<file path="config.mk">
export PLATFORM = sky130hd
export DESIGN_NAME = word_lit_decoder
export DESIGN_NICKNAME = d
export VERILOG_FILES = /design/src/rtl/word_lit_decoder.sv
export SDC_FILE = /design/constraint.sdc
export NUM_CORES = 1
export LEC_CHECK = 0
export ABC_AREA = 1
export CAP_MARGIN = 10
export CORE_ASPECT_RATIO = 0.7
export CORE_MARGIN = 8
export CORE_UTILIZATION = 56
export DETAILED_ROUTE_END_ITERATION = 16
export PLACE_DENSITY = 0.95
export SYNTH_ARGS = -nofsm -noshare
export SYNTH_HDL_FRONTEND = slang
export SYNTH_SLANG_ARGS = --single-unit
</file>
<file path="constraint.sdc">
create_clock -name clk -period 4.8 [get_ports clk]
set_input_delay 0.96 -clock clk [delete_from_list [all_inputs] [get_ports clk]]
set_output_delay 0.96 -clock clk [all_outputs]
set_load 0.01 [all_outputs]
</file>
<file path="src/rtl/word_lit_decoder.sv">
// word_lit_decoder: decodes 16-bit literal words back to bytes through a small FIFO.
// Optional WORD_LIT_DEC_STATS_EN adds a saturating malformed-word counter on err_count.
module word_lit_decoder #(
    parameter int DEPTH       = 4,
    parameter bit STOP_ON_ERR = 1'b1
) (
    input  logic        clk,
    input  logic        rst,
    input  logic        clr,
    input  logic        in_valid,
    input  logic [15:0] in_word,
    output logic        in_ready,
    output logic        out_valid,
    input  logic        out_ready,
    output logic [7:0]  out_byte,
    output logic        out_err,
    output logic        halted,
    output logic [7:0]  err_count
);
    localparam int AW = $clog2(DEPTH);

    typedef enum logic [1:0] {PRIME, RUN, HALT} state_t;

    state_t        state_q, state_d;
    logic [AW-1:0] wr_ptr_q, wr_ptr_d, rd_ptr_q, rd_ptr_d;
    logic [AW:0]   count_q, count_d;
    logic [8:0]    mem_q [DEPTH];
    logic [8:0]    mem_d [DEPTH];
    logic          bad, flush, push, pop;

    assign in_ready  = (state_q == RUN) && (count_q != (AW+1)'(DEPTH));
    assign out_valid = count_q != '0;
    assign halted    = state_q == HALT;
    assign {out_err, out_byte} = mem_q[rd_ptr_q];
    assign bad   = |in_word[15:8];
    assign flush = clr && (state_q != PRIME);
    assign push  = in_valid && in_ready && !flush;
    assign pop   = out_valid && out_ready && !flush;

    always_comb begin
        mem_d = mem_q;
        if (push) mem_d[wr_ptr_q] = {bad, in_word[7:0] ^ 8'h01};
        wr_ptr_d = flush ? '0 : (push ? wr_ptr_q + 1'b1 : wr_ptr_q);
        rd_ptr_d = flush ? '0 : (pop ? rd_ptr_q + 1'b1 : rd_ptr_q);
        count_d  = flush ? '0 : count_q + (AW+1)'(push) - (AW+1)'(pop);
        state_d  = flush || (state_q == PRIME) ? RUN :
                   (push && bad && STOP_ON_ERR) ? HALT : state_q;
    end

    always_ff @(posedge clk or negedge rst) begin
        if (!rst) begin
            state_q  <= PRIME;
            wr_ptr_q <= '0;
            rd_ptr_q <= '0;
            count_q  <= '0;
            for (int i = 0; i < DEPTH; i++) mem_q[i] <= '0;
        end else begin
            state_q  <= state_d;
            wr_ptr_q <= wr_ptr_d;
            rd_ptr_q <= rd_ptr_d;
            count_q  <= count_d;
            mem_q    <= mem_d;
        end
    end

`ifdef WORD_LIT_DEC_STATS_EN
    logic [7:0] err_cnt_q, err_cnt_d;

    assign err_cnt_d = (push && bad && !(&err_cnt_q)) ? err_cnt_q + 8'd1 : err_cnt_q;
    assign err_count = err_cnt_q;

    always_ff @(posedge clk or negedge rst) begin
        if (!rst) err_cnt_q <= '0;
        else      err_cnt_q <= err_cnt_d;
    end
`else
    assign err_count = 8'h00;
`endif
endmodule

</file>
==> results of run 1 <==
cell usage after synthesis:
cell	n
buf_2	1
xor2_1	3
nand4_1	1
nor2_8	1
inv_1	14
buf_1	1
nand3_2	1
o22ai_1	9
dfrtp_1	45
a21oi_1	1
buf_4	11
a21oi_2	1
clkbuf_1	7
ha_1	6
o21ai_2	1
nor2_2	1
inv_2	2
and2_1	1
nand2_2	5
nand2_1	81
nand3_1	38
buf_6	1
o21ai_0	22
conb_1	1
nor2_1	28
fa_1	1
placed cells by master, fill, tap and decap left out:
cell,synthesis,routed
nand4_1,1,1
nor2_2,1,1
o22ai_1,9,9
a21oi_2,1,1
and2_1,1,1
nand2_2,5,5
clkbuf_8,0,7
fa_1,1,1
nor2_1,28,28
conb_1,1,8
clkinv_2,0,1
xor2_1,3,3
nor2_8,1,1
o21ai_2,1,1
o21ai_0,22,22
nand3_1,38,38
ha_1,6,6
dfrtp_1,45,45
inv_2,2,2
a21oi_1,1,1
nand3_2,1,1
buf_2,1,1
inv_1,14,14
nand2_1,81,81
clkdlybuf4s50_1,0,31
flip-flops by register name, indices dropped and copies added, names as in the netlist:
signal and count:
state_q 2, mem_q 36, count_q 3, wr_ptr_q 2, rd_ptr_q 2
where the power goes:
group / internal (mW) / switching, mW
sequential: 0.531 / 0.121
clock: 0.130 / 0.131
combinational: 0.343 / 0.446
total: 1.00 / 0.698
area by class of cell:
class	count	share of cell area, %
clock inverters	1	0.186
repair buffers	32	11.7
inverters	16	2.23
flip-flops and latches	45	41.9
well taps	52	2.42
multi-input cells	209	37.9
clock buffers	7	3.58
through the flow:
stage / worst slack, ns / hold WS (ns) / power (mW)
5_1_grt: 1.26 / 0.500 / 1.83
6_report: 1.37 / 0.475 / 1.70
3_5_place_dp: 1.26 / 0.455 / 1.44
3_3_place_gp: 1.38 / 0.450 / 1.41
2_1_floorplan: 2.08 / 0.437 / 1.12
4_1_cts: 1.42 / 0.475 / 1.70
kinds of logic after synthesis:
| logic type | after synthesis | synth area share [%] |
|---|---|---|
| simple gates | 157 | 29.4 |
| xor+xnor | 3 | 1.14 |
| compound gates | 34 | 8.18 |
| buf+inv | 37 | 8.18 |
| other cells | 1 | 0.162 |
| fa+ha+maj | 7 | 4.12 |
| flops | 45 | 48.8 |
critical path: stages (launching register included):
cell and delay [ns]:
dfrtp_1 0.76, inv_1 0.48, o21ai_0 0.30, o22ai_1 0.12, clkdlybuf4s50_1 0.50
routing by layer:
| layer | vias up | part of all wire [%] | GRT usage, % |
|---|---|---|---|
| met5 | - | 0 | 0 |
| met4 | 0 | 1.8 | 9.43 |
| met3 | 11 | 11 | 5.62 |
| met2 | 97 | 49 | 29.3 |
| met1 | 980 | 38 | 22.5 |
| li1 | 946 | - | - |
path summary, 6_finish.rpt:
kind | start | slack [ns] | depth (start not counted) | to
min reg2reg | mem_q[24]$_DFFE_PN0P_ | 0.48 | 2 | mem_q[24]$_DFFE_PN0P_
min | mem_q[24]$_DFFE_PN0P_ | 0.48 | 2 | mem_q[24]$_DFFE_PN0P_
max in group asynchronous | rst | 3.39 | 1 | count_q[1]$_DFF_PN0_
max | rd_ptr_q[0]$_DFFE_PN0P_ | 1.37 | 4 | out_byte[7]
max reg2reg | state_q[0]$_DFFE_PN0P_ | 2.12 | 10 | count_q[2]$_DFF_PN0_
min in group asynchronous | rst | 0.81 | 1 | mem_q[6]$_DFFE_PN0P_
==> impl_summary.md, run 1 <==
Power
For this design the ratio of total power to cell area is 633 nW/um2. VDD sags by at most 0.323 mV. The static leakage is 1.37 nW.

Clocking
The later pin in the worst-skew pair is clocked with a latency of 0.30 ns. The clock transition at the register clock pins on the worst setup and hold paths after CTS is 0.09 ns. The H-tree generated during clock tree synthesis spans 2 levels.

TritonCTS built the clock tree. In this run, post-CTS repair resized a total of 0 instances. In this run the deepest clock path goes through 2 buffers. Hold repair after CTS inserted 0 buffers. The tree is rooted in a clkbuf_8.

The total CTS buffers is 5. In this run the post-CTS setup repair buffer count came out at 0. The CTS sink count is 45.

STA
The number of setup violations in the final report is 0. Setup repair after global routing left no endpoint under its margin. The number of pins exceeding their max-slew limit in the final report came to 0.

The maximum clock skew at final layout is 0.00470 ns. The setup TNS is 0 ns. The maximum clock frequency is 0.292 GHz. Headroom to the max-slew limit came out at 35.3%. The count of final hold-check violations is 0.

The worst path uses 71.4% of the clock period. The time the worst path needs with I/O delays and setup is 3.43 ns. The transition time at the pin with the least slew margin is 0.971 ns.

Global route
The maximum number of pins on one net before global-route repair is 46. After global routing the overflow that remains totals 0. For this run, the total global-route usage over all layers was measured as 18.6%. The number of antenna violations at the first check in global routing is 0. The number of global-route vias before repair is 2120. The first global-routing pass estimated 9.67 mm of wire.

Layout
Cells fill 68.1% of the core in the end. The repair_antennas step left the layout with diodes totalling 0. The multi-input combinational cells in the finished layout cover a total of 1020 um2. Of the cells placed in the final design, the portion with a size suffix greater than 1 is 6.77%. The count of placed standard cells in the final layout, fillers left out is 362.

The layout net count is 337. From synthesis to final layout, the design area changed by 16.4%. With fillers left out, the area of the finished cells amounts to 2690 um2. The number of inserted filler cells in the final layout is 315. The sequential cells in the finished layout cover a total of 1130 um2.

Floorplan
The core region is 3950 um2. The initial utilization of the core area, before any placement, comes to 58.5%. The top-level I/O count is 41. In this run the core area contains 19 standard-cell rows. The horizontal die dimension is 92.7 um. The die height is 69.7 um. The die covers 6470 um2.

Place
Routability-driven placement finished with a final weighted congestion of 0.825. During placement, the flow inserted port buffers numbering 32. The placed instances occupy a cell area of 2590 um2. After detailed placement, the design holds a cell count of 354. Detailed placement ended at an HPWL of 3.82 mm.

Worst setup path
In this run the worst path has a maximum fanout of 20. The category of the critical setup timing path is flip-flop to output pin. The worst setup path is launched from a flip-flop. The critical path data arrival time is 2.47 ns.

The worst endpoint required time is 3.84 ns. The worst setup path is captured at an output pin.

Drt
The number of detailed-route iterations in the first pass is 5. Dividing the detail-routed wire length by the instance count gives 15.5 um. After detailed routing, the total wire length is 5.60 mm. Dividing the detail-routed via count by the number of cells gives 5.62. The post-route DRC violation count is 0. The number of DRC markers after the initial detailed-route iteration is 167.

The final route contains 2034 vias. The post-detailed-route count of antenna-violating nets is 0.

Run status
The run finished with clean final reports.

Synthesis
The fraction of the yosys area taken by sequential cells is 48.8%. The largest total area in the synthesized netlist belongs to dfrtp_1. In this run the cell area of the synthesized design comes to 2310 um2. The mean instance size in the synthesized netlist is 8.13 um2. Counting flops and latches in the post-synthesis netlist gives 45.

Synthesis produced a netlist whose cell count is 284. The number of synthesis warnings is 0. By area the synthesized netlist is led by dfrtp_1, nand2_1, nand3_1.

The fraction of synthesized cell area taken by the top area cell type is 48.8%. The number of library cell types mapped by synthesis is 26.

Worst hold path
The path category of the worst min-delay check is flip-flop to flip-flop.

Run
Max-cap violations in this run came to 0.
Power figures use the tool's default switching activity.
==> run 2: changes to the inputs <==
--- a/config.mk
+++ b/config.mk
@@ -9,9 +9,9 @@
 export CAP_MARGIN = 10
 export CORE_ASPECT_RATIO = 0.7
 export CORE_MARGIN = 8
-export CORE_UTILIZATION = 56
+export CORE_UTILIZATION = 47
 export DETAILED_ROUTE_END_ITERATION = 16
-export PLACE_DENSITY = 0.95
+export PLACE_DENSITY = 0.86
 export SYNTH_ARGS = -nofsm -noshare
 export SYNTH_HDL_FRONTEND = slang
 export SYNTH_SLANG_ARGS = --single-unit
==> constraint.sdc (replaced) <==
create_clock -name clk -period 3.15 [get_ports clk]
set_input_delay 0.63 -clock clk [delete_from_list [all_inputs] [get_ports clk]]
set_output_delay 0.63 -clock clk [all_outputs]
set_load 0.01 [all_outputs]
==> run 2 against run 1 <==
Non-clock buffer count rose by 4. Combinational power rose by 57%. Worst hold slack lost 0.0062 ns. Clock skew about the same. Critical path depth stayed put. Core utilization decreased by 11 points. Global-route usage decreased by 3.0 points.
==> impl_summary.md, run 2 (synthesis results as in run 1) <==
STA
Setup violations remaining at the end of the flow were counted as 0. Setup repair after global routing left no endpoint under its margin. The time the worst path needs with I/O delays and setup is 2.67 ns. The setup TNS is 0 ns. For the pin with the worst max-slew slack, the measured transition is 0.972 ns. The number of pins exceeding their max-slew limit in the final report is 0. The worst hold margin is 0.469 ns. After layout, the worst path uses 84.8% of the clock period. The maximum clock skew at final layout is 0.00432 ns. In this run the tightest slew margin relative to its limit is 35.2%. The maximum clock frequency is 0.374 GHz.

The count of final hold-check violations is 0.

Power
The net load switching power is 1.06 mW. Per report_power, the combinational group accounts for 47.7% of the total. Registers are responsible for 37.5% of the overall power.

Net switching is 40.9% of the power. The worst IR drop on VDD is 0.262 mV. The static leakage is 1.38 nW.

For this design the ratio of total power to cell area is 951 nW/um2. The clock network is responsible for 14.8% of the overall power. The internal power of the cells totals 1.54 mW.

Clocking
The root buffer cell is clkbuf_8. The maximum clock path buffer count is 2. Buffers added to address setup during post-CTS repair amount to 0. The tree built by TritonCTS fans out to 45 sinks. In this run, post-CTS repair resized a total of 0 instances. The clock transition at the register clock pins on the worst setup and hold paths after CTS is 0.09 ns.

The clock tree synthesis step divided the H-tree into 2 levels. Counting the buffers created by CTS gives 5. The clock latency on the worst-skew pair is 0.31 ns. The cts-stage hold buffer count is 0.

The TritonCTS clock tree is yes.

Layout
The layout net count is 341. 0 antenna diodes ended up in the layout. The number of flip-flops under the largest register name is 36. The number of inserted filler cells in the final layout is 402. Excluding fillers, the count of instances in the completed layout stands at 383.

The top cell types in the final layout, fill and taps aside, are nand2_1, dfrtp_1, nand3_1. The library cell used most frequently in the layout, excluding fill and tap cells, is nand2_1. The multi-input gate area in the final layout is 1020 um2.

The final cell area excluding filler cells is 2730 um2. Compared with the post-synthesis result, the final layout area differs by 18.4%. The footprint of the flip-flops and latches is 1130 um2.

In the final layout, the registers with the most flip-flops are mem_q (36), count_q (3). The share of layout cells above drive strength 1 is 7.96%. The largest register by flop count is mem_q.

Worst setup path
STA puts the critical path data arrival time at 2.04 ns. The endpoint of the most critical register-to-register path is count_q[2]$_DFF_PN0_. The type of origin of the critical path is a flip-flop. The category of the critical setup timing path is flip-flop to output pin. The endpoint class of the critical path is an output pin. The critical path capture point is out_byte[5]. For flop-to-flop paths, the worst setup slack is 0.92 ns.

STA puts the critical path data required time at 2.52 ns. Along the worst path, the maximum fanout reaches 11. Counting cells, the worst reg-to-reg path comes to 10. The startpoint identified for the worst register-to-register timing path is state_q[1]$_DFFE_PN0P_. Tracing the worst setup path back leads to its startpoint at rd_ptr_q[1]$_DFFE_PN0P_.

Floorplan
The total area inside the core boundary comes to 4760 um2. The initial core utilization is 48.5%. The top-level I/O count is 41. The die is 99.8 um wide. The die is 74.6 um tall. Row generation in the floorplan step produced 21 rows.

The die area is 7450 um2.

Global route
The global-route total usage across every layer is 15.7%. The first global-routing pass estimated 9.23 mm of wire. The number of global-route vias before repair was 1926.

Entering global routing, the biggest net connects 46 pins. The total global routing overflow is 0. The number of antenna violations at the first check in global routing came to 0.

Drt
The via total after detailed routing is 1976. Dividing the detail-routed via count by the number of cells gives 5.16. The number of detailed-route iterations in the first pass is 5. In the final routing, the length of wire on met1 measures 2.29 mm. The met3 wire length is 498 um.

The count of nets left with antenna violations once routing finished came out at 0. In the detailed route, the total length drawn on met2 is 2.64 mm. The overall routed net length is 5.52 mm.

The top layer reached by signal wires is met4. For this block, the initial DRC count from the detailed router was 190. For this run, design rule violations remaining after detail routing come to 0. After detailed routing, the average wire length per cell comes to 14.4 um.

Place
During placement, the flow inserted port buffers numbering 32. The weighted congestion at the end of routability-driven global placement is 0.827. Once detailed placement completed, the half-perimeter wirelength came to 3.76 mm.

After detailed placement, the design holds a cell count of 375. The total cell area at the placement stage is 2640 um2.

Run
The number of max-cap violations is 0.

Run status
The flow ran to the end, and the final reports show no timing, DRC or antenna violations.

Worst hold path
The path category of the worst min-delay check is input port to async pin.
-- run 2: critical path, cell delays in order, from the launching register on --
cell             delay [ns]
dfrtp_1                0.53
inv_1                  0.32
o21ai_0                0.15
o22ai_1                0.17
clkdlybuf4s50_1        0.57
-- run 2: worst min path at each step --
stage / from / endpoint / slack [ns] / cells after the start
floorplan: rst / count_q[0]$_DFF_PN0_ / 0.33 / 0
global placement: mem_q[22]$_DFFE_PN0P_ / mem_q[22]$_DFFE_PN0P_ / 0.45 / 2
detailed placement: mem_q[21]$_DFFE_PN0P_ / mem_q[21]$_DFFE_PN0P_ / 0.45 / 2
CTS: mem_q[21]$_DFFE_PN0P_ / mem_q[21]$_DFFE_PN0P_ / 0.47 / 2
global route: mem_q[33]$_DFFE_PN0P_ / mem_q[33]$_DFFE_PN0P_ / 0.50 / 2
finish: rst / mem_q[35]$_DFFE_PN0P_ / 0.47 / 1
-- run 2: power by group through the flow --
stage | registers (mW) | clock network (mW) | logic [mW]
floorplan | 0.915 | 0 | 0.789
global placement | 0.974 | 0 | 1.21
detailed placement | 0.981 | 0 | 1.24
CTS | 0.972 | 0.391 | 1.25
global route | 1.00 | 0.413 | 1.38
finish | 0.977 | 0.384 | 1.24
-- run 2: layout make-up --
cell class | count | area share (%)
clock buffers | 6 | 3.02
flip-flops and latches | 45 | 41.2
repair buffers | 36 | 12.6
inverters | 16 | 2.20
multi-input cells | 209 | 37.3
well taps | 69 | 3.16
clock inverters | 2 | 0.503
-- run 2: stage by stage --
stage | setup slack, ns | util (%) | power (mW)
2_1_floorplan | 0.760 | - | 1.70
3_3_place_gp | 0.490 | 55.5 | 2.18
3_5_place_dp | 0.385 | 55.5 | 2.22
4_1_cts | 0.497 | 57.5 | 2.61
5_1_grt | 0.405 | 57.5 | 2.80
6_report | 0.478 | 57.5 | 2.60
-- run 2: layer usage --
metal	global-route usage, %	up-vias
met5	0	-
met4	5.68	0
met3	3.97	10
met2	26.0	97
met1	19.5	912
li1	-	957
